===== src/rtl/simple_cpu_prog_loader.sv =====
`default_nettype none
// ============================================================================
//  Module      : simple_cpu_prog_loader
//  Description : Host-side writer for the 4-bit CPU instruction memory.
//                Streams instruction words in over valid/ready, writes them
//                from address 0 upward, reads them back through the fetch
//                address path, compares an XOR checksum and releases the CPU
//                from reset only after a verified load.
//  Revision    : 1.0 - initial release
// ============================================================================
module simple_cpu_prog_loader #(
    parameter int ADDR_W = 4,
    parameter int DATA_W = 8,
    parameter int DEPTH  = 16
) (
    input  logic              clk,
    input  logic              reset,
    input  logic              start,
    input  logic [ADDR_W:0]   load_len,
    input  logic [DATA_W-1:0] in_data,
    input  logic              in_valid,
    output logic              in_ready,
    output logic              mem_we,
    output logic [ADDR_W-1:0] mem_addr,
    output logic [DATA_W-1:0] mem_wdata,
    input  logic [DATA_W-1:0] mem_rdata,
    output logic              cpu_reset,
    output logic              busy,
    output logic              done,
    output logic              err,
    output logic [DATA_W-1:0] checksum
);

    typedef enum logic [2:0] {
        S_IDLE   = 3'd0,
        S_LOAD   = 3'd1,
        S_FLUSH  = 3'd2,
        S_VERIFY = 3'd3,
        S_CHECK  = 3'd4,
        S_DONE   = 3'd5
    } state_t;

    localparam logic [ADDR_W:0] C_DEPTH = DEPTH[ADDR_W:0];

    state_t              r_state;
    logic [ADDR_W:0]     r_len;
    logic [ADDR_W:0]     r_idx;
    logic                r_in_ready;
    logic                r_mem_we;
    logic [ADDR_W-1:0]   r_mem_addr;
    logic [DATA_W-1:0]   r_mem_wdata;
    logic                r_done;
    logic                r_err;
    logic                r_loaded;
    logic [DATA_W-1:0]   r_checksum;
    logic [DATA_W-1:0]   r_vsum;
    logic                r_rd_valid;

    logic [ADDR_W:0]     w_len_clamped;
    logic [ADDR_W:0]     w_len_m1;
    logic                w_hs;
    logic [DATA_W-1:0]   w_final_sum;

    // Requests longer than the memory are clamped so the address never wraps
    assign w_len_clamped = (load_len > C_DEPTH) ? C_DEPTH : load_len;
    assign w_len_m1      = r_len - 1'b1;
    assign w_hs          = in_valid & r_in_ready;
    // The read data present in CHECK belongs to the last verify address
    assign w_final_sum   = r_vsum ^ mem_rdata;

    assign in_ready  = r_in_ready;
    assign mem_we    = r_mem_we;
    assign mem_addr  = r_mem_addr;
    assign mem_wdata = r_mem_wdata;
    assign done      = r_done;
    assign err       = r_err;
    assign checksum  = r_checksum;
    assign busy      = (r_state != S_IDLE);
    // Derived only from registers, so the CPU reset cannot glitch
    assign cpu_reset = ~(r_loaded & (r_state == S_IDLE));

    // Load / flush / verify / check sequencer with registered outputs
    always_ff @(posedge clk or posedge reset) begin
        if (reset) begin
            r_state     <= S_IDLE;
            r_len       <= '0;
            r_idx       <= '0;
            r_in_ready  <= 1'b0;
            r_mem_we    <= 1'b0;
            r_mem_addr  <= '0;
            r_mem_wdata <= '0;
            r_done      <= 1'b0;
            r_err       <= 1'b0;
            r_loaded    <= 1'b0;
            r_checksum  <= '0;
            r_vsum      <= '0;
            r_rd_valid  <= 1'b0;
        end else begin
            r_mem_we <= 1'b0;
            r_done   <= 1'b0;
            case (r_state)
                S_IDLE: begin
                    if (start) begin
                        r_err      <= 1'b0;
                        r_checksum <= '0;
                        if (load_len == '0) begin
                            r_done  <= 1'b1;
                            r_state <= S_DONE;
                        end else begin
                            r_len      <= w_len_clamped;
                            r_idx      <= '0;
                            r_loaded   <= 1'b0;
                            r_in_ready <= 1'b1;
                            r_state    <= S_LOAD;
                        end
                    end
                end
                S_LOAD: begin
                    if (w_hs) begin
                        r_mem_we    <= 1'b1;
                        r_mem_addr  <= r_idx[ADDR_W-1:0];
                        r_mem_wdata <= in_data;
                        r_checksum  <= r_checksum ^ in_data;
                        r_idx       <= r_idx + 1'b1;
                        if (r_idx == w_len_m1) begin
                            r_in_ready <= 1'b0;
                            r_state    <= S_FLUSH;
                        end
                    end
                end
                S_FLUSH: begin
                    // Last write lands this cycle; readback starts at 0 next
                    r_mem_addr <= '0;
                    r_vsum     <= '0;
                    r_rd_valid <= 1'b0;
                    r_state    <= S_VERIFY;
                end
                S_VERIFY: begin
                    // Read data lags the address by one cycle
                    if (r_rd_valid) begin
                        r_vsum <= r_vsum ^ mem_rdata;
                    end
                    r_rd_valid <= 1'b1;
                    if ({1'b0, r_mem_addr} == w_len_m1) begin
                        r_state <= S_CHECK;
                    end else begin
                        r_mem_addr <= r_mem_addr + 1'b1;
                    end
                end
                S_CHECK: begin
                    r_vsum <= w_final_sum;
                    if (w_final_sum != r_checksum) begin
                        r_err <= 1'b1;
                    end else begin
                        r_loaded <= 1'b1;
                    end
                    r_done  <= 1'b1;
                    r_state <= S_DONE;
                end
                S_DONE: begin
                    r_state <= S_IDLE;
                end
                default: begin
                    r_state <= S_IDLE;
                end
            endcase
        end
    end

endmodule
`default_nettype wire


===== config.mk =====
export PLATFORM = sky130hd
export DESIGN_NAME = simple_cpu_prog_loader
export DESIGN_NICKNAME = d
export VERILOG_FILES = /design/src/rtl/simple_cpu_prog_loader.sv
export SDC_FILE = /design/constraint.sdc
export NUM_CORES = 1
export LEC_CHECK = 0
export ABC_AREA = 1
export ABC_CLOCK_PERIOD_IN_PS = 4300
export CAP_MARGIN = 15
export CORE_MARGIN = 3
export CORE_UTILIZATION = 55
export CTS_CLUSTER_DIAMETER = 150
export CTS_CLUSTER_SIZE = 24
export DETAILED_ROUTE_END_ITERATION = 8
export PLACE_DENSITY = 0.84
export RECOVER_POWER = 25
export SLEW_MARGIN = 15
export SYNTH_ARGS = -nofsm -noshare
export SYNTH_HDL_FRONTEND = slang
export SYNTH_SLANG_ARGS = --single-unit

===== constraint.sdc =====
create_clock -name clk -period 4.3 [get_ports clk]
set_input_delay 0.86 -clock clk [delete_from_list [all_inputs] [get_ports clk]]
set_output_delay 0.86 -clock clk [all_outputs]
set_load 0.1 [all_outputs]

Word-level counts from Yosys, hierarchy flattened --
Index checks and enable logic that the tools add are counted.
Cells by class: equality and inequality tests 16, bitwise gates (word level) 6, reduce and logical (&&, ||, !) cells 18, magnitude comparators 1, muxes and demuxes 37, add/sub/neg operators 3
Operators by type and width (count):
- 8-bit two-way mux | 3
- 8-bit case mux with 3 select lines | 1
- 5-bit two-way mux | 4
- 2-bit inequality test (second input constant) | 9
- 8-bit case mux with 2 select lines | 1
- 8-bit XOR | 2
- 3-bit two-way mux | 5
- 3-bit case mux with 5 select lines | 1
- 1-bit two-way mux | 13
- 4-bit case mux with 3 select lines | 1
- 3-bit AND reduction | 4
- 4-bit AND reduction | 3
- 1-bit case mux with 2 select lines | 5
- 5-bit case mux with 2 select lines | 1
- 3-bit nonzero test | 3
- 4-bit two-way mux | 2
- 8-bit inequality test | 1
- 3-bit by 2-bit equality test with 1-bit output (second input constant) | 2
- 2-bit nonzero test | 3
- 5-bit by 1-bit adder with 5-bit output (second input constant) | 1
- 4-bit by 5-bit equality test with 1-bit output | 1
- 5-bit equality test | 1
- 5-bit greater-than comparator (second input constant) | 1
- 5-bit zero test | 1
- 9 further kinds | 12
Storage, ports and cells: logic and storage cells 94, input bits 25, register bits 47

Depth between registers and ports, before layout --
depth after elaboration 5, depth in mapped cells 13, gate-level depth less buffers 13

Worst setup path after synthesis --
Ideal clock, no wire load.
path type reg-to-output, from register r_state[1], to output port cpu_reset, required time 3440 ps, cell stages (with the launch flop) 5, arrival 1401 ps, path buffers 0, path slack 2039 ps, cell sequence dfrtp_1 inv_4 nand2_4 nor2_2 nand2_1
On the way: word-level cells in the longest chain between the ends 3
RTL lines:
- from (decl) | RTL line 45 | state_t r_state;
- from (signal assigned) | RTL line 85 | r_state <= S_IDLE;
- from (signal assigned) | RTL line 108 | r_state <= S_DONE;
- from (signal assigned) | RTL line 114 | r_state <= S_LOAD;
- 3-bit zero test | RTL line 80 | assign cpu_reset = ~(r_loaded & (r_state == S_IDLE));
- 1-bit AND | RTL line 80
- 1-bit NOT | RTL line 80
- to (decl) | RTL line 27 | output logic cpu_reset,
No other way between the ends.

Final worst setup path --
from register r_state[2], to register r_checksum[2] (netlist: checksum[2])
On the way: word-level cells in the longest chain between the ends 3
RTL lines:
- 3-bit by 1-bit equality test with 1-bit output / 3-bit zero test (equally long branches) | RTL line 101 | case (r_state)
- 2-bit inequality test (no source line) / 2-bit nonzero test (equally long branches)
- 3-bit AND reduction (no source line)
- to (signal assigned) | RTL line 123 | r_checksum <= r_checksum ^ in_data;
- to (decl) | RTL line 55 | logic [DATA_W-1:0] r_checksum;
Several ways; a longest one is shown, not always the timed one. A chain may end at the register's enable or synchronous reset.

==> flow_summary.ini <==
[worst_setup_path]
cp-end-kind = flop
regToRegEndpoint = checksum[2]
arrival_ns = 3.25
worstReg2RegStart = r_state[2]
largest_driver_fanout_on_the_critical_path = 17
crit_start = r_state[2]
worstPathRequired_ns = 4.49
worst_setup_path_start_kind = flop
reg2reg_setup_slack_ns = 1.24
criticalPathCategory = flop to flop
worst-r2r-cell-count = 10

[final_layout]
nets = 446
syn2layout_area_growth_pct = 21.6
drive_above_1_share = 0.134
diodes = 0
filler_cell_count = 417
layout.cell_area.non_filler_um2 = 3500

[routing]
avgViaCountPerCell = 5.29
drt_iter0_markers = 182
ant_nets = 0
firstDrtPassIters = 4
drc = 0
vias = 2570
average_wire_per_standard_cell_um = 14.0
routed_wl_um = 6820

[synth]
synth_top_area_share = 0.409
post_synth_main_area_contributors = dfrtp_1 (41%), nand2_1 (13%), nand3_1 (6.8%)
avg_cell_area_syn_um2 = 7.94
total_of_flip_flops_plus_latches_after_synthesis = 47
asyncSetResetFlopFracSynth = 1.00
ys_top_cells_by_count = nand2_1 (98), inv_1 (49), dfrtp_1 (47)
synth_edf_count = 0
yosys.cell_count.top_type = nand2_1
total_standard_cell_area_after_synthesis_um2 = 2870
synth.largest_area_cell = dfrtp_1
synth_sequential_area_ratio = 0.409
postSynthNetCount = 390
post_synth_num_cell_types = 34
synthCells = 362
post_synth_top_flop = dfrtp_1
yosys_warnings = 0

[worst_hold_path]
classification_of_the_worst_slack_hold_path = flop to flop
hold_path_depth = 2
timing.hold.worst_endpoint = err
hold_path_startpoint = err

[die]
fp.dieArea_um2 = 6130
die_h_um = 78.3
fp.dieW_um = 78.3
row_count = 25
design.core.area_um2 = 4880
initial_utilization = 0.589
floorplan.io_pins = 51

[clocking]
insertion_delay_ns = 0.31
tritoncts.num_buffers = 5
clock-sinks = 47
htree_num_levels = 2
clock_tree_from_tritoncts = built
cts_resized = 0
cts_buffer_depth = 2
cts_hold_buf = 0
cts_root_buffer = clkbuf_8
clkSlewWorstSetupHoldPaths_ns = 0.08
postCtsSetupBuffers = 0

[power]
internal_power_mw = 0.649
worst_vdd_ir_uv = 163
cellLeakagePower_nw = 1.64
share_comb_of_total_power = 0.116
pwr_density_cell_nw_per_um2 = 248
power_frac_seq = 0.539
power.clock.fraction = 0.345
report.power.total_mw = 0.868
netSwitchingFraction = 0.252
switchingPower_mw = 0.219

[placement]
dp.final_hpwl_um = 5250
dpl_cell_area_um2 = 3450
port-buffer-count = 50
globalplace.congestion = 0.911
pre_cts_ws_ns = 1.47

[global_routing]
grt_first_pass_wirelength_um = 11300
globalRoute.totalOverflow = 0
grt_max_degree = 48
track_usage = 0.233
antenna_violations_before_repair = 0
grt_pass1_vias = 2476

[sta]
fin_skew_ns = 0.00495
period_minus_slack_ns = 3.06
worstMarginPinSlew_ns = 1.81
finalWorstSetupSlack_ns = 1.24
number_of_endpoints_with_negative_hold_slack_in_the_final_report = 0
grt_setup_unrepaired = false
finalSetupViolations = 0
final_max_slew_viol_count = 48
maxClockFrequency_mhz = 327
finalCritPeriodShare = 0.712
worst_slew_margin_rel = -0.205
setup-tns-final_ns = 0

[run]
maxCapViolCount = 1

[outcome]
failing_checks = capacitance limit, slew limit
outcome = complete, but fails checks
## cell families (layout without fill, tap and decap cells)
logic type / count (synthesis) / count (layout) / share of synthesized area
AOI/OAI and AO/OA: 50 / 50 / 0.108
xor gates and xnor gates: 8 / 8 / 0.0244
buffers and inverters: 60 / 117 / 0.0875
and+or+nand+nor: 194 / 194 / 0.358
adders and majority gates: 3 / 3 / 0.0131
DFF: 47 / 47 / 0.409
## worst max path at each step
stage	endpoint	slack, ns
2_1_floorplan	cpu_reset	2.04
3_3_place_gp	cpu_reset	1.51
3_5_place_dp	cpu_reset	1.47
4_1_cts	cpu_reset	1.13
5_1_grt	checksum[2]	0.94
6_report	checksum[2]	1.24
## metrics by stage
step            util  instances  hold slack [ns]
4_1_cts        0.728        486            0.485
3_5_place_dp   0.708        478            0.464
2_1_floorplan      -        362            0.467
5_1_grt        0.716        486            0.528
3_3_place_gp   0.708        478            0.456
6_report       0.716        486            0.480
## state kept, by name, indices dropped and copies added (netlist names)
| signal | cells |
|---|---|
| mem_wdata | 8 |
| r_state | 3 |
| mem_addr | 4 |
| err | 1 |
| in_ready | 1 |
| r_idx | 5 |
| r_len | 5 |
| r_vsum | 8 |
| checksum | 8 |
| r_loaded | 1 |
| mem_we | 1 |
| done | 1 |
| r_rd_valid | 1 |
## layout by cell type (no fill, tap or decap), drive strengths merged, types with 2 or more instances in the layout
cell	count
clkbuf	8
a21oi	15
inv	56
clkdlybuf4s50	49
or2	3
ha	3
o21ai	29
xnor2	2
xor2	6
dfrtp	47
nand2	106
o31ai	2
nor3	16
o22ai	3
nand4	5
nand3	40
clkinvlp	2
nor2	23
## cell type report
type	instances	area, um^2	area share
sequential	47	1180	0.336
tap	67	83.8	0.0240
inverter	59	241	0.0691
timing repair buffer	50	500	0.143
multi-input combinational	255	1390	0.399
clock buffer	8	100	0.0286
## power groups by stage
stage | sequential, mW | clock, mW | combinational [mW]
after floorplan | 0.472 | 0 | 0.0615
after global placement | 0.474 | 0 | 0.0959
after detailed placement | 0.475 | 0 | 0.102
after CTS | 0.467 | 0.302 | 0.102
after global routing | 0.469 | 0.320 | 0.114
final | 0.468 | 0.300 | 0.101
## routing by layer
metal | track usage | share of wire | vias to the layer above
met5 | 0 | 0 | -
met4 | 0.0717 | 0.013 | 0
met3 | 0.0573 | 0.060 | 10
met2 | 0.365 | 0.47 | 67
met1 | 0.321 | 0.46 | 1214
li1 | - | - | 1279
## critical path, cell delays in order (launching register included)
cell,delay [ns]
dfrtp_1,0.46
clkinvlp_2,0.29
nand2_4,0.08
nor2_1,0.50
inv_4,0.07
nor2_1,0.26
clkinvlp_2,0.64
nand2_8,0.36
inv_6,0.09
nor3_2,0.14
nor3_2,0.05
Note: power is estimated with default switching activity, not from simulation.
